`src/rtl/decode_stage_if.sv`:
```
// Fetch/decode/execute handshake bundle for decode_stage.
// master: the fetch and execute side (drives in_*, out_ready, samples decoded fields).
// slave : the decode stage itself.
interface decode_stage_if #(
    parameter int unsigned DATA_WIDTH   = 32,
    parameter int unsigned TARGET_WIDTH = 27
);
    // fetch -> decode
    logic                    in_valid;
    logic                    in_ready;
    logic [31:0]             in_instr;
    logic [31:0]             in_pc;

    // decode -> execute
    logic                    out_valid;
    logic                    out_ready;
    logic [31:0]             out_pc;
    logic [4:0]              opcode;
    logic [4:0]              rd;
    logic [4:0]              rs;
    logic [4:0]              rt;
    logic [4:0]              shamt;
    logic [4:0]              aluop;
    logic [DATA_WIDTH-1:0]   imm;
    logic [TARGET_WIDTH-1:0] target;
    logic [15:0]             op_class;
    logic                    illegal;
    logic [4:0]              src_a;
    logic [4:0]              src_b;

    modport master (
        output in_valid, in_instr, in_pc, out_ready,
        input  in_ready, out_valid, out_pc, opcode, rd, rs, rt, shamt, aluop,
               imm, target, op_class, illegal, src_a, src_b
    );

    modport slave (
        input  in_valid, in_instr, in_pc, out_ready,
        output in_ready, out_valid, out_pc, opcode, rd, rs, rt, shamt, aluop,
               imm, target, op_class, illegal, src_a, src_b
    );
endinterface

```
`src/rtl/decode_stage.sv`:
```
// Instruction-decode pipeline stage: splits a raw 32-bit instruction into
// fields, one-hot op class, sign-extended immediate and register read indices,
// held in a single-entry valid/ready register with flush and load-use stall.
// Ports:
//   clock, reset   rising-edge clock, synchronous active-high reset
//   flush          drop the held entry and anything accepted this cycle
//   ex_load_valid  execute holds a lw
//   ex_load_rd     destination register of that lw
//   bus            decode_stage_if.slave (in_* from fetch, out_*/fields to execute)
module decode_stage #(
    parameter int unsigned DATA_WIDTH   = 32,
    parameter int unsigned TARGET_WIDTH = 27
) (
    input  logic             clock,
    input  logic             reset,
    input  logic             flush,
    input  logic             ex_load_valid,
    input  logic [4:0]       ex_load_rd,
    decode_stage_if.slave    bus
);
    localparam int unsigned REG_W   = 5;
    localparam int unsigned CLASS_W = 16;

    // one-hot op_class bit positions
    localparam int unsigned C_ADD  = 0;
    localparam int unsigned C_SUB  = 1;
    localparam int unsigned C_AND  = 2;
    localparam int unsigned C_OR   = 3;
    localparam int unsigned C_SLL  = 4;
    localparam int unsigned C_SRA  = 5;
    localparam int unsigned C_ADDI = 6;
    localparam int unsigned C_SW   = 7;
    localparam int unsigned C_LW   = 8;
    localparam int unsigned C_J    = 9;
    localparam int unsigned C_BNE  = 10;
    localparam int unsigned C_JAL  = 11;
    localparam int unsigned C_JR   = 12;
    localparam int unsigned C_BLT  = 13;
    localparam int unsigned C_BEX  = 14;
    localparam int unsigned C_SETX = 15;

    // bex reads the status register
    localparam logic [REG_W-1:0] REG_STATUS = REG_W'(30);

    if (DATA_WIDTH < 17) begin : g_bad_data_width
        $error("decode_stage: DATA_WIDTH must be >= 17");
    end
    if (TARGET_WIDTH > 27) begin : g_bad_target_width
        $error("decode_stage: TARGET_WIDTH must be <= 27");
    end

    // field extraction
    logic [REG_W-1:0]        opcode_d, rd_d, rs_d, rt_d, shamt_d, aluop_d;
    logic [DATA_WIDTH-1:0]   imm_d;
    logic [TARGET_WIDTH-1:0] target_d;

    assign opcode_d = bus.in_instr[31:27];
    assign rd_d     = bus.in_instr[26:22];
    assign rs_d     = bus.in_instr[21:17];
    assign rt_d     = bus.in_instr[16:12];
    assign shamt_d  = bus.in_instr[11:7];
    assign aluop_d  = bus.in_instr[6:2];
    assign imm_d    = DATA_WIDTH'($signed(bus.in_instr[16:0]));
    assign target_d = bus.in_instr[TARGET_WIDTH-1:0];

    // class and read-index decode
    logic [CLASS_W-1:0] class_d;
    logic               illegal_d;
    logic [REG_W-1:0]   src_a_d, src_b_d;

    always_comb begin
        class_d   = '0;
        illegal_d = 1'b0;
        src_a_d   = '0;
        src_b_d   = '0;
        case (opcode_d)
            5'b00000: begin
                case (aluop_d)
                    5'b00000: class_d[C_ADD] = 1'b1;
                    5'b00001: class_d[C_SUB] = 1'b1;
                    5'b00010: class_d[C_AND] = 1'b1;
                    5'b00011: class_d[C_OR]  = 1'b1;
                    5'b00100: class_d[C_SLL] = 1'b1;
                    5'b00101: class_d[C_SRA] = 1'b1;
                    default:  illegal_d      = 1'b1;
                endcase
                if (!illegal_d) begin
                    src_a_d = rs_d;
                    src_b_d = rt_d;
                end
            end
            5'b00101: begin class_d[C_ADDI] = 1'b1; src_a_d = rs_d; end
            5'b00111: begin class_d[C_SW]   = 1'b1; src_a_d = rd_d; src_b_d = rs_d; end
            5'b01000: begin class_d[C_LW]   = 1'b1; src_a_d = rs_d; end
            5'b00001: class_d[C_J]   = 1'b1;
            5'b00010: begin class_d[C_BNE]  = 1'b1; src_a_d = rd_d; src_b_d = rs_d; end
            5'b00011: class_d[C_JAL] = 1'b1;
            5'b00100: begin class_d[C_JR]   = 1'b1; src_a_d = rd_d; end
            5'b00110: begin class_d[C_BLT]  = 1'b1; src_a_d = rd_d; src_b_d = rs_d; end
            5'b10110: begin class_d[C_BEX]  = 1'b1; src_a_d = REG_STATUS; end
            5'b10101: class_d[C_SETX] = 1'b1;
            default:  illegal_d = 1'b1;
        endcase
    end

    // pipeline register
    logic                    valid_q;
    logic [31:0]             pc_q;
    logic [REG_W-1:0]        opcode_q, rd_q, rs_q, rt_q, shamt_q, aluop_q;
    logic [DATA_WIDTH-1:0]   imm_q;
    logic [TARGET_WIDTH-1:0] target_q;
    logic [CLASS_W-1:0]      class_q;
    logic                    illegal_q;
    logic [REG_W-1:0]        src_a_q, src_b_q;

    // load-use interlock against the held entry; r0 never stalls
    logic hazard_c, out_valid_c, in_ready_c, accept_c, xfer_c;

    assign hazard_c    = valid_q && ex_load_valid && (ex_load_rd != '0) &&
                         ((ex_load_rd == src_a_q) || (ex_load_rd == src_b_q));
    assign out_valid_c = valid_q && !hazard_c;
    assign in_ready_c  = !valid_q || (bus.out_ready && !hazard_c);
    assign accept_c    = bus.in_valid && in_ready_c;
    assign xfer_c      = out_valid_c && bus.out_ready;

    always_ff @(posedge clock) begin
        if (reset) begin
            valid_q   <= 1'b0;
            pc_q      <= '0;
            opcode_q  <= '0;
            rd_q      <= '0;
            rs_q      <= '0;
            rt_q      <= '0;
            shamt_q   <= '0;
            aluop_q   <= '0;
            imm_q     <= '0;
            target_q  <= '0;
            class_q   <= '0;
            illegal_q <= 1'b0;
            src_a_q   <= '0;
            src_b_q   <= '0;
        end else if (flush) begin
            valid_q <= 1'b0;
        end else if (accept_c) begin
            valid_q   <= 1'b1;
            pc_q      <= bus.in_pc;
            opcode_q  <= opcode_d;
            rd_q      <= rd_d;
            rs_q      <= rs_d;
            rt_q      <= rt_d;
            shamt_q   <= shamt_d;
            aluop_q   <= aluop_d;
            imm_q     <= imm_d;
            target_q  <= target_d;
            class_q   <= class_d;
            illegal_q <= illegal_d;
            src_a_q   <= src_a_d;
            src_b_q   <= src_b_d;
        end else if (xfer_c) begin
            valid_q <= 1'b0;
        end
    end

    assign bus.in_ready  = in_ready_c;
    assign bus.out_valid = out_valid_c;
    assign bus.out_pc    = pc_q;
    assign bus.opcode    = opcode_q;
    assign bus.rd        = rd_q;
    assign bus.rs        = rs_q;
    assign bus.rt        = rt_q;
    assign bus.shamt     = shamt_q;
    assign bus.aluop     = aluop_q;
    assign bus.imm       = imm_q;
    assign bus.target    = target_q;
    assign bus.op_class  = class_q;
    assign bus.illegal   = illegal_q;
    assign bus.src_a     = src_a_q;
    assign bus.src_b     = src_b_q;
endmodule
```
`src/flat_wrapper.sv`:
```
// flat-port wrapper written by rule: the top's interface ports become plain ports
module decode_stage_flat 
#(
    parameter int unsigned DATA_WIDTH   = 32,
    parameter int unsigned TARGET_WIDTH = 27
)
  (clock, reset, flush, ex_load_valid, ex_load_rd, bus_in_valid, bus_in_instr, bus_in_pc, bus_out_ready, bus_in_ready, bus_out_valid, bus_out_pc, bus_opcode, bus_rd, bus_rs, bus_rt, bus_shamt, bus_aluop, bus_imm, bus_target, bus_op_class, bus_illegal, bus_src_a, bus_src_b);
  decode_stage_if #(.DATA_WIDTH(DATA_WIDTH), .TARGET_WIDTH(TARGET_WIDTH)) bus_i ();
  input  logic clock;
  input  logic reset;
  input  logic flush;
  input  logic ex_load_valid;
  input  logic [4:0] ex_load_rd;
  input wire logic [$bits(bus_i.in_valid)-1:0] bus_in_valid;
  input wire logic [$bits(bus_i.in_instr)-1:0] bus_in_instr;
  input wire logic [$bits(bus_i.in_pc)-1:0] bus_in_pc;
  input wire logic [$bits(bus_i.out_ready)-1:0] bus_out_ready;
  output wire logic [$bits(bus_i.in_ready)-1:0] bus_in_ready;
  output wire logic [$bits(bus_i.out_valid)-1:0] bus_out_valid;
  output wire logic [$bits(bus_i.out_pc)-1:0] bus_out_pc;
  output wire logic [$bits(bus_i.opcode)-1:0] bus_opcode;
  output wire logic [$bits(bus_i.rd)-1:0] bus_rd;
  output wire logic [$bits(bus_i.rs)-1:0] bus_rs;
  output wire logic [$bits(bus_i.rt)-1:0] bus_rt;
  output wire logic [$bits(bus_i.shamt)-1:0] bus_shamt;
  output wire logic [$bits(bus_i.aluop)-1:0] bus_aluop;
  output wire logic [$bits(bus_i.imm)-1:0] bus_imm;
  output wire logic [$bits(bus_i.target)-1:0] bus_target;
  output wire logic [$bits(bus_i.op_class)-1:0] bus_op_class;
  output wire logic [$bits(bus_i.illegal)-1:0] bus_illegal;
  output wire logic [$bits(bus_i.src_a)-1:0] bus_src_a;
  output wire logic [$bits(bus_i.src_b)-1:0] bus_src_b;
  assign bus_i.in_valid = bus_in_valid;
  assign bus_i.in_instr = bus_in_instr;
  assign bus_i.in_pc = bus_in_pc;
  assign bus_i.out_ready = bus_out_ready;
  assign bus_in_ready = bus_i.in_ready;
  assign bus_out_valid = bus_i.out_valid;
  assign bus_out_pc = bus_i.out_pc;
  assign bus_opcode = bus_i.opcode;
  assign bus_rd = bus_i.rd;
  assign bus_rs = bus_i.rs;
  assign bus_rt = bus_i.rt;
  assign bus_shamt = bus_i.shamt;
  assign bus_aluop = bus_i.aluop;
  assign bus_imm = bus_i.imm;
  assign bus_target = bus_i.target;
  assign bus_op_class = bus_i.op_class;
  assign bus_illegal = bus_i.illegal;
  assign bus_src_a = bus_i.src_a;
  assign bus_src_b = bus_i.src_b;
  decode_stage #(.DATA_WIDTH(DATA_WIDTH), .TARGET_WIDTH(TARGET_WIDTH)) u_core (.clock(clock), .reset(reset), .flush(flush), .ex_load_valid(ex_load_valid), .ex_load_rd(ex_load_rd), .bus(bus_i));
endmodule
```
`config.mk`:
```
export PLATFORM = sky130hd
export DESIGN_NAME = decode_stage_flat
export DESIGN_NICKNAME = d
export VERILOG_FILES = /design/src/rtl/decode_stage_if.sv /design/src/rtl/decode_stage.sv /design/src/flat_wrapper.sv
export SDC_FILE = /design/constraint.sdc
export NUM_CORES = 1
export LEC_CHECK = 0
export BUFFER_PORTS_ARGS = -buffer_cell sky130_fd_sc_hd__buf_2
export CAP_MARGIN = 20
export CORE_MARGIN = 4
export CORE_UTILIZATION = 50
export DETAILED_ROUTE_END_ITERATION = 12
export PLACE_DENSITY = 0.88
export SLEW_MARGIN = 20
export SYNTH_ARGS = -nofsm -noshare
export SYNTH_HDL_FRONTEND = slang
export SYNTH_SLANG_ARGS = --single-unit
export TNS_END_PERCENT = 5
```
`constraint.sdc`:
```
create_clock -name clock -period 3.5 [get_ports clock]
set_input_delay 0 -clock clock [delete_from_list [all_inputs] [get_ports clock]]
set_output_delay 0 -clock clock [all_outputs]
set_load 0.02 [all_outputs]
```
After elaboration in Yosys (flattened, before gate mapping)
Cells that the tools add are included.
{"block": "totals", "regBits": 134, "latch_bits": 0, "ramBits": 0, "rom_bits": 0, "in_bits": 75, "output_inout_bits": 150, "elab_cells": 80, "memories": 0}
{"block": "classes", "add_sub_neg": 0, "multipliers": 0, "n_div": 0, "n_lt_le_gt_ge": 0, "eq_ne": 17, "shifts": 0, "muxes": 26, "n_bitwise": 1, "reduce_logical": 22}
{"op": "$eq 5x3->1 const B", "n": 6}
{"op": "$eq 5x2->1 const B", "n": 4}
{"op": "$mux 1", "n": 20}
{"op": "$pmux 5 s4", "n": 1}
{"op": "$eq 5x1->1 const B", "n": 2}
{"op": "$eq 5x5->1", "n": 2}
{"op": "$eq 5x5->1 const B", "n": 2}
{"op": "$logic_not 5->1", "n": 2}
{"op": "$mux 5", "n": 2}
{"op": "$pmux 5 s2", "n": 1}
{"op": "$reduce_or 10->1", "n": 1}
{"op": "$logic_and 1x1->1", "n": 7}
{"op": "$mux 6", "n": 1}
{"op": "$reduce_or 6->1", "n": 1}
{"op": "$eq 5x4->1 const B", "n": 1}
{"op": "$reduce_bool 5->1", "n": 1}
{"op": "$reduce_or 2->1", "n": 2}
{"op": "$reduce_or 4->1", "n": 1}
{"op": "$reduce_or 3->1", "n": 1}
{"op": "$logic_not 1->1", "n": 2}
{"op": "$logic_or 1x1->1", "n": 2}
{"op": "$pmux 1 s2", "n": 1}
{"op": "$reduce_and 2->1", "n": 1}
{"op": "$reduce_bool 2->1", "n": 1}
{"op": "$not 1->1", "n": 1}

Depth between registers and ports, before layout
Gate-level depths: netlist (run 1).
{"block": "logic_depth", "depth_word": 8, "ltp_mapped": 7, "depth_no_buf": 5}

Worst setup path after synthesis (run 1)
Ideal clock, no wire load.
{"block": "synth_path", "path_type": "register to register", "startpoint": "register u_core.src_a_q[4], in the netlist u_core.bus.src_a[4]", "endpoint": "register u_core.src_b_q[1], in the netlist u_core.bus.src_b[1]", "setup_ns": 0.116, "t_arrival_ns": 1.619, "t_required_ns": 3.384, "path_slack_ns": 1.765, "stages_incl_launch_ff": 8, "path_buffers": 2, "synth_period_minus_slack_ns": 1.735, "path_cell_list": "dfxtp_1 xnor2_1 nand3_1 o22ai_1 a21oi_2 buf_6 buf_12 o211a_1"}
{"block": "synth_via", "elab_chain_cells": 8}
{"element": "start: declaration", "line": "decode_stage.sv:114", "text": "logic [REG_W-1:0] src_a_q, src_b_q;"}
{"element": "start signal: assignment", "line": "decode_stage.sv:157", "text": "src_a_q <= src_a_d;"}
{"element": "$eq 5x5->1", "line": "decode_stage.sv:120", "text": "((ex_load_rd == src_a_q) || (ex_load_rd == src_b_q));"}
{"element": "$logic_or 1x1->1", "line": "decode_stage.sv:120"}
{"element": "$logic_and 1x1->1", "line": "decode_stage.sv:119", "text": "assign hazard_c = valid_q && ex_load_valid && (ex_load_rd != '0) &&"}
{"element": "$logic_not 1->1", "line": "decode_stage.sv:122", "text": "assign in_ready_c = !valid_q || (bus.out_ready && !hazard_c);"}
{"element": "$logic_and 1x1->1", "line": "decode_stage.sv:122"}
{"element": "$logic_or 1x1->1", "line": "decode_stage.sv:122"}
{"element": "$logic_and 1x1->1", "line": "decode_stage.sv:123", "text": "assign accept_c = bus.in_valid && in_ready_c;"}
{"element": "$reduce_and 2->1 (no line)"}
{"element": "end signal: assignment", "line": "decode_stage.sv:158", "text": "src_b_q <= src_b_d;"}
{"element": "end: declaration", "line": "decode_stage.sv:114"}
No other way between the ends.
A chain may end at the register's enable or synchronous reset.

Final worst setup path (run 1)
{"block": "layout_path", "startpoint": "register u_core.src_a_q[3], in the netlist u_core.bus.src_a[3]", "endpoint": "register u_core.valid_q"}
{"block": "layout_via", "elab_chain_cells": 8, "word_cells_on_any_way": 11, "cone_classes": "1 x eq/ne; 1 x mux; 9 x reduce/logical"}
{"element": "$eq 5x5->1 *", "line": "decode_stage.sv:120"}
{"element": "$logic_or 1x1->1 *", "line": "decode_stage.sv:120"}
{"element": "$logic_and 1x1->1 *", "line": "decode_stage.sv:119"}
{"element": "$logic_not 1->1 *", "line": "decode_stage.sv:121, decode_stage.sv:122"}
{"element": "$logic_and 1x1->1", "line": "decode_stage.sv:122"}
{"element": "$logic_or 1x1->1", "line": "decode_stage.sv:122"}
{"element": "$logic_and 1x1->1", "line": "decode_stage.sv:123"}
{"element": "$mux 1 / $reduce_bool 2->1 (equally long branches)"}
{"element": "end signal: assignment", "line": "decode_stage.sv:128", "text": "valid_q <= 1'b0;"}
{"element": "end signal: assignment", "line": "decode_stage.sv:143", "text": "valid_q <= 1'b0;"}
{"element": "end signal: assignment", "line": "decode_stage.sv:145", "text": "valid_q <= 1'b1;"}
{"element": "end: declaration", "line": "decode_stage.sv:107", "text": "logic valid_q;"}
Mark *: on every way between the ends. The rest lies on a longest branch, timed or not.

==> results.toml, run 1 <==
[sta]
hold_viol_final = 0
finalSetupViolations = 0
tns_ns = 0
rsz0062_at_grt = "no"
relSlewSlack_pct = 31.9
period_share_pct = 60.1
min_period_ns = 2.10
slew_viol_final = 0
tightest_slew_ns = 1.02
fin_skew_ns = 0.0160
max_freq_mhz = 475

[clocking]
postCtsSetupRepairBufs = 0
clock_path_buffers = 2
cts_resized = 0
clk_latency_ns = 0.35
numCtsBuffers = 9
cts.sinks = 92
cts_tree = "built"
path_clk_slew_ns = 0.09
cts_root_buffer = "clkbuf_8"
ctsHtreeMaxLevel = 3

[worst_hold_path]
holdPathEnd = "u_core.bus.opcode[3]"
hold_class = "in -> reg"
worstHoldStart = "bus_in_instr[30]"
hold_depth = 3

[die]
rows = 35
die_w_um = 106
core_area_um2 = 9240
io_pins = 225
start_util_pct = 51.5
die-area_um2 = 11100
die_h_um = 106

[logic_synthesis]
synth_compound_area_share_pct = 8.30
yosysMostFrequentCell = "nand2_1"
ys_ff_latch = 92
synth_top_cell_by_area = "dfxtp_1"
synth_top_family_by_area = "simple AND/OR/NAND/NOR gates"
synthTopCellsByCount = "nand2_1, dfxtp_1, mux2i_1"
yosysWarnings = 0
synth_cells = 542
synth_nets = 617
synth.area.mux_share_pct = 17.5
synthAdderAreaFrac_pct = 0.420
synthSimpleGateAreaFrac_pct = 18.5
synth_top_area_share_pct = 38.7
synth.area.top_cells = "dfxtp_1, mux2i_1, nand2_1"
yosysSeqAreaShare_pct = 38.7
synth-xor-area-share_pct = 1.84
syn_avg_cell_area_um2 = 8.78
netlist_area_um2 = 4760
synth_cell_types = 43
yosys_most_used_dff = "dfxtp_1"
async_reset_ff_share_pct = 0
synth_edf_count = 0

[cells_and_area]
drive_gt1_share_pct = 33.2
fin_area_um2 = 6230
layout.nets = 828
antennaDiodeCount = 0
syn_to_final_growth_pct = 30.9

[run_status]
status = "finished, final reports clean"

[worst_setup_path]
path_class = "reg -> reg"
worstPathArrival_ns = 2.40
rr_worst_depth = 6
worstReg2RegEnd = "u_core.valid_q"
end_kind = "register"
required_ns = 3.79
r2r_slack_ns = 1.40
worstSetupStartpointType = "register"
reg2reg_from = "u_core.bus.src_a[3]"
critical_path.max_fanout = 6

[placed_design]
dpl-instance-area_um2 = 5420
dp_hpwl_um = 9160
gp_congestion = 0.903
io_buffers = 224

[flow_run]
drv_cap = 0

[global_routing]
gr-usage-all-layers_pct = 24.2
grt_max_degree = 115
antenna_found_initial = 0
gr-total-overflow = 0
grt_pass1_vias = 4476
grt_pass1_wl_um = 22100

[route]
ant_nets = 0
wl_per_cell_um = 15.6
dr.pass1.iters = 5
via_count = 4478
route.detailed.drc = 0
totalWireLength_um = 13800
dr.first_iter.drc_count = 185
via_per_inst = 5.06

[power_and_ir_drop]
powerDensity_nw_per_um2 = 373
p_leak_nw = 3.07
ir_worst_vdd_mv = 0.283
[power breakdown]
| group | internal [mW] | total [mW] | switching, mW | leakage (nW) |
|---|---|---|---|---|
| Clock | 0.326 | 0.696 | 0.370 | 0.0878 |
| Sequential | 1.09 | 1.13 | 0.0346 | 0.751 |
| Combinational | 0.208 | 0.503 | 0.294 | 2.23 |
| Total | 1.63 | 2.33 | 0.699 | 3.07 |
[cell type report]
cell class	count	area, µm²
Multi-Input combinational cell	352	2220
Tap cell	129	161
Clock buffer	9	124
Fill cell	723	3010
Clock inverter	5	62.6
Timing Repair Buffer	290	1780
Sequential cell	92	1840
Inverter	8	32.5
[stage by stage]
step	power, mW	hold WS (ns)	util (%)	cells	setup WS (ns)
floorplan	1.48	0.100	-	542	1.76
global placement	1.58	0.215	58.7	809	1.71
detailed placement	1.59	0.230	58.7	809	1.65
CTS	2.34	0.0125	67.4	885	1.44
global route	2.43	0.00871	67.4	885	1.22
finish	2.33	0.0142	67.4	885	1.40
[layout by cell type, fill, tap and decap left out, types with 2 or more instances in the layout]
| master | count |
|---|---|
| dfxtp_1 | 92 |
| nor4_1 | 2 |
| clkinvlp_4 | 2 |
| clkbuf_8 | 9 |
| nor3b_1 | 2 |
| inv_1 | 6 |
| buf_2 | 224 |
| mux2i_1 | 83 |
| a2111oi_0 | 4 |
| o211ai_1 | 8 |
| nor2b_1 | 6 |
| a22oi_1 | 4 |
| buf_4 | 3 |
| nand2b_1 | 2 |
| a211oi_1 | 4 |
| a21oi_1 | 5 |
| o21ai_1 | 2 |
| dlygate4sd3_1 | 62 |
| a21boi_0 | 5 |
| and3_1 | 3 |
| nor2_1 | 7 |
| nand2_1 | 159 |
| nand3_1 | 10 |
| o21ai_0 | 7 |
| maj3_1 | 2 |
| nand3b_1 | 4 |
| xnor2_1 | 10 |
| and2_1 | 4 |
| o211a_1 | 5 |
[repair_timing]
item,4_1_cts,5_1_grt
hold endpoints to repair,70,0
hold buffers,62,0
setup endpoints to repair,0,0
[sequential cells by signal, summed over array words and instances, names as in the netlist]
name                 count
u_core.bus.out_pc       32
u_core.bus.target       26
u_core.bus.op_class     16
u_core.bus.opcode        5
u_core.bus.src_a         5
u_core.bus.src_b         5
u_core.bus.illegal       1
u_core.bus.rd            1
u_core.valid_q           1
[how the worst max path moves through the flow]
stage / startpoint / to / slack, ns / cells after the start
6_report: u_core.bus.src_a[3] / u_core.valid_q / 1.40 / 6
5_1_grt: u_core.bus.src_b[4] / u_core.valid_q / 1.22 / 6
4_1_cts: u_core.bus.src_a[0] / u_core.valid_q / 1.44 / 6
3_5_place_dp: ex_load_rd[1] / u_core.bus.target[14] / 1.65 / 6
3_3_place_gp: u_core.bus.src_a[3] / u_core.bus.src_b[2] / 1.71 / 6
2_1_floorplan: u_core.bus.src_a[4] / u_core.bus.src_b[1] / 1.76 / 7
[cells by family (layout without fill, tap and decap cells)]
kind of cell	count (synthesis)	in the layout
and+or+nand+nor	204	204
buffers and inverters	98	312
DFF	92	92
muxes	83	83
AOI/OAI and AO/OA	53	53
xor gates and xnor gates	10	10
adders and majority gates	2	2
[routing by layer]
metal / wire length, µm / vias to the layer above / track usage (%)
li1: - / 2171 / -
met1: 5650 / 2098 / 29.1
met2: 6860 / 177 / 41.9
met3: 944 / 32 / 5.57
met4: 316 / 0 / 8.97
met5: 0 / - / 0
[worst max-delay path, stage by stage (launching register included)]
cell,delay [ns]
dfxtp_1,0.39
xnor2_1,0.14
nand3_1,0.11
o22ai_1,0.51
nand2_1,0.16
a31oi_1,0.20
dlygate4sd3_1,0.56
(Power assumes the default switching activity.)
==> run 2, diff against run 1 <==
--- a/config.mk
+++ b/config.mk
@@ -8,9 +8,9 @@
 export BUFFER_PORTS_ARGS = -buffer_cell sky130_fd_sc_hd__buf_2
 export CAP_MARGIN = 20
 export CORE_MARGIN = 4
-export CORE_UTILIZATION = 50
+export CORE_UTILIZATION = 42
 export DETAILED_ROUTE_END_ITERATION = 12
-export PLACE_DENSITY = 0.88
+export PLACE_DENSITY = 0.79
 export SLEW_MARGIN = 20
 export SYNTH_ARGS = -nofsm -noshare
 export SYNTH_HDL_FRONTEND = slang
==> constraint.sdc (replaced) <==
create_clock -name clock -period 1.8 [get_ports clock]
set_input_delay 0 -clock clock [delete_from_list [all_inputs] [get_ports clock]]
set_output_delay 0 -clock clock [all_outputs]
set_load 0.02 [all_outputs]
==> run 2 against run 1 <==
  * Utilization shrank 8.3 points
  * Clock skew is 0.0053 ns lower
  * Total power is 110% higher
  * First-iteration DRC count increased by 37%
  * Register-to-register slack got worse by 1.3 ns
==> results.toml, run 2 (synthesis results as in run 1) <==
[run_status]
status = "finished, final reports clean"

[sta]
fin_skew_ns = 0.0106
period_share_pct = 93.8
slew_viol_final = 0
tns_ns = 0
timing.final.ws_setup_ns = 0.112
finalSetupViolations = 0
relSlewSlack_pct = 70.3
rsz0062_at_grt = "no"
holdWs_ns = 0.0330
max_freq_mhz = 592
tightest_slew_ns = 0.434
min_period_ns = 1.69
hold_viol_final = 0

[clocking]
numCtsBuffers = 9
path_clk_slew_ns = 0.06
cts.sinks = 92
clk_latency_ns = 0.34
cts_root_buffer = "clkbuf_16"
ctsHtreeMaxLevel = 3
cts_tree = "built"
clock_path_buffers = 2

[route]
drt-met1-wl_um = 5460
totalWireLength_um = 13300
wl_met3_um = 1090
dr_wl_met2_um = 6470
route.detailed.drc = 0
via_count = 4355
wl_per_cell_um = 14.6
ant_nets = 0
dr.max_layer_used = "met4"
dr.pass1.iters = 4
dr.first_iter.drc_count = 253
via_per_inst = 4.79

[die]
io_pins = 225
die-area_um2 = 13100
core_area_um2 = 11000
start_util_pct = 43.3
rows = 38
die_h_um = 114
die_w_um = 114

[worst_setup_path]
worstSetupStartpointType = "register"
path_class = "reg -> out"
required_ns = 1.80
end_kind = "primary output"
critical_path.max_fanout = 5
worstPathArrival_ns = 1.69

[global_routing]
grt_pass1_wl_um = 20700
antenna_found_initial = 0
gr-total-overflow = 0
grt_pass1_vias = 4197
gr-usage-all-layers_pct = 19.7
grt_max_degree = 61

[worst_hold_path]
hold_class = "in -> reg"

[power_and_ir_drop]
fin_total_pwr_mw = 4.94
ir_worst_vdd_mv = 0.350
power_frac_clock_pct = 35.1
pwr-share-seq_pct = 44.5
p_int_mw = 3.50
p_sw_mw = 1.43
powerDensity_nw_per_um2 = 759
swShare_pct = 29.1
p_leak_nw = 3.20
p_comb_share_pct = 20.4

[placed_design]
dp_hpwl_um = 8740
pre_cts_ws_ns = 0.0147
io_buffers = 224
gp_congestion = 0.802

[cells_and_area]
syn_to_final_growth_pct = 36.5
largest_reg_flops = 32
final_cell_mix = "buf_2, nand2_1, dfxtp_1"
layout_commonest_cell = "buf_2"
antennaDiodeCount = 0
drive_gt1_share_pct = 35.5
layout.nets = 839

[flow_run]
drv_cap = 0
-- run 2: cell types whose count changed in the layout (fill, tap and decap cells not counted), moves of 4 or more --
cell,before,now
buf_4,3,9
clkbuf_16,0,9
clkbuf_8,9,0
dfxtp_1,92,88
dfxtp_2,0,4
-- run 2: power by group through the flow --
stage | sequential [mW] | clock (mW) | combinational, mW
2_1_floorplan | 2.34 | 0 | 0.544
3_3_place_gp | 2.23 | 0 | 0.870
3_5_place_dp | 2.24 | 0 | 0.881
4_1_cts | 2.19 | 1.78 | 0.989
5_1_grt | 2.21 | 1.86 | 1.09
6_report | 2.20 | 1.73 | 1.01
-- run 2: final timing paths --
kind,start,end,slack [ns],depth (start not counted)
worst max-delay path,u_core.bus.src_a[0],bus_out_valid,0.11,7
worst max register to register,u_core.bus.src_a[0],u_core.bus.op_class[10],0.14,6
worst min register to register,u_core.bus.out_pc[2],u_core.bus.out_pc[2],0.45,2
worst min-delay path,bus_in_instr[29],u_core.bus.opcode[2],0.03,3
-- run 2: per-stage QoR --
step | util (%) | cells | area [µm²]
global route | 59.2 | 909 | 6500
detailed placement | 50.5 | 829 | 5540
floorplan | - | 542 | 4760
global placement | 50.5 | 829 | 5540
CTS | 58.7 | 908 | 6450
finish | 59.2 | 909 | 6500
-- run 2: layout make-up --
type	instances	area, µm²
flip-flops and latches	92	1850
inverters	8	32.5
clock buffers	10	229
well taps	140	175
multi-input cells	352	2270
clock inverters	6	40.0
fillers	941	4480
repair buffers	301	1910
-- run 2: per-layer routing --
| layer | track usage, % | vias up |
|---|---|---|
| met2 | 34.6 | 165 |
| met1 | 22.7 | 1981 |
| met5 | 0 | - |
| met3 | 6.29 | 16 |
| met4 | 5.86 | 0 |
| li1 | - | 2193 |
-- run 2: critical path, cell delays in order, from the launching register on --
cell,delay [ns]
dfxtp_2,0.35
xnor2_2,0.17
nand3_2,0.13
o22ai_2,0.21
buf_6,0.13
nand2_1,0.06
and2_1,0.15
buf_2,0.15
-- run 2: repair_timing --
item	4_1_cts	5_1_grt
endpoints found under the setup margin	1	18
buffers inserted	0	1
hold buffers	63	0
gates cloned	0	0
resized for setup	1	11
endpoints found under the hold margin	68	0
pin swaps	1	4
==> run 3, diff against run 2 <==
--- a/config.mk
+++ b/config.mk
@@ -8,9 +8,9 @@
 export BUFFER_PORTS_ARGS = -buffer_cell sky130_fd_sc_hd__buf_2
 export CAP_MARGIN = 20
 export CORE_MARGIN = 4
-export CORE_UTILIZATION = 42
+export CORE_UTILIZATION = 47
 export DETAILED_ROUTE_END_ITERATION = 12
-export PLACE_DENSITY = 0.79
+export PLACE_DENSITY = 0.84
 export SLEW_MARGIN = 20
 export SYNTH_ARGS = -nofsm -noshare
 export SYNTH_HDL_FRONTEND = slang
==> constraint.sdc (replaced) <==
create_clock -name clock -period 1.6 [get_ports clock]
set_input_delay 0 -clock clock [delete_from_list [all_inputs] [get_ports clock]]
set_output_delay 0 -clock clock [all_outputs]
set_load 0.02 [all_outputs]
==> run 3 against run 2 <==
  * Sequential power is 12% higher
  * Largest cell class unchanged
  * Die area decreased by 9.9%
  * The flow now finishes with violations (setup timing)
  * Critical endpoint is now u_core.bus.src_b[3]
  * Flip-flop and latch count is the same
==> results.toml, run 3 (synthesis results as in run 1) <==
[power_and_ir_drop]
fin_total_pwr_mw = 5.38
p_leak_nw = 3.36
ir_worst_vdd_mv = 0.498
powerDensity_nw_per_um2 = 787

[worst_setup_path]
end_kind = "register"
required_ns = 1.86
path_class = "reg -> reg"
worstSetupStartpointType = "register"
worstPathArrival_ns = 2.03
critical_path.max_fanout = 9

[sta]
rsz0062_at_grt = "yes"
hold_viol_final = 0
fin_skew_ns = 0.0112
max_freq_mhz = 563
holdWs_ns = 0.0396
tns_ns = -7.63
tightest_slew_ns = 0.418
min_period_ns = 1.78
relSlewSlack_pct = 71.9
timing.final.ws_setup_ns = -0.176
slew_viol_final = 0
period_share_pct = 111
finalSetupViolations = 93

[clocking]
cts_root_buffer = "clkbuf_8"
clock_path_buffers = 2
cts.sinks = 92
clk_latency_ns = 0.36
numCtsBuffers = 9
cts_tree = "built"
path_clk_slew_ns = 0.10
ctsHtreeMaxLevel = 3

[global_routing]
grt_pass1_vias = 4318
grt_pass1_wl_um = 21100
antenna_found_initial = 1
gr-total-overflow = 0
grt_max_degree = 57
gr-usage-all-layers_pct = 22.3

[route]
route.detailed.drc = 0
dr.first_iter.drc_count = 228
via_per_inst = 4.99
ant_nets = 0
via_count = 4630
totalWireLength_um = 15000
wl_per_cell_um = 16.2
dr.pass1.iters = 5

[die]
rows = 36
die-area_um2 = 11800
die_h_um = 109
start_util_pct = 48.5
die_w_um = 109
core_area_um2 = 9820
io_pins = 225

[placed_design]
gp_congestion = 0.821
pre_cts_ws_ns = -0.253
dp_hpwl_um = 9360
dp.cells = 832
dpl-instance-area_um2 = 5640
io_buffers = 224

[cells_and_area]
syn_to_final_growth_pct = 43.5
antennaDiodeCount = 0
fin_area_um2 = 6830
final_cell_mix = "buf_2, nand2_1, dfxtp_1"
drive_gt1_share_pct = 39.2
layout_commonest_cell = "buf_2"
layout.cells.non_filler = 928
largest_reg_flops = 32
layout.nets = 865
postLayoutCoreUtil_pct = 69.6

[run_status]
violations = "setup timing"
status = "finished with violations"

[worst_hold_path]
hold_class = "in -> reg"

[flow_run]
drv_cap = 0
-- run 3: cell types whose count changed in the layout (fill, tap and decap cells not counted), sizes merged --
cell / change
clkinv: -3
bufinv: +1
inv: +1
clkbuf: +4
dlygate4sd3: +2
clkinvlp: +1
buf: +20
-- run 3: area by class of cell --
class                           instances  area (µm²)
Tap cell                              133         166
Inverter                                8        32.5
Clock buffer                           10         138
Clock inverter                          6        71.3
Timing Repair Buffer                  327        2260
Sequential cell                        92        1850
Fill cell                             768        2990
Multi-Input combinational cell        352        2310
-- run 3: metal layers --
metal / wire length [µm] / GRT usage (%)
met1: 5990 / 27.1
met2: 7620 / 39.1
met3: 1010 / 4.62
met4: 365 / 7.84
met5: 13 / 0
-- run 3: where the power goes --
part	switching, mW	leakage [nW]	internal, mW
logic	0.699	2.51	0.577
clock network	0.852	0.0995	0.779
registers	0.0754	0.755	2.39
-- run 3: critical path, cell delays in order (launching register included) --
cell and delay, ns:
dfxtp_2 0.35, xnor2_1 0.19, nand3_2 0.13, o22ai_2 0.24, buf_4 0.16, a21oi_4 0.06
buf_12 0.16, clkbuf_16 0.18, o211a_1 0.21
-- run 3: final timing paths --
| check | cells past startpoint | slack [ns] | startpoint | to |
|---|---|---|---|---|
| worst max-delay path | 8 | -0.18 | u_core.bus.src_a[3] | u_core.bus.src_b[3] |
| worst min-delay path | 3 | 0.04 | bus_in_instr[31] | u_core.bus.opcode[4] |
| worst max register to register | 8 | -0.18 | u_core.bus.src_a[3] | u_core.bus.src_b[3] |
| worst min register to register | 2 | 0.46 | u_core.bus.out_pc[4] | u_core.bus.out_pc[4] |
-- run 3: repair_timing --
| item | CTS | global route |
|---|---|---|
| buffers inserted | 7 | 1 |
| endpoints found under the hold margin | 72 | 0 |
| pin swaps | 12 | 6 |
| gates resized for setup | 12 | 19 |
| hold buffers | 65 | 0 |
| gates cloned | 0 | 7 |
| endpoints found under the setup margin | 3 | 93 |
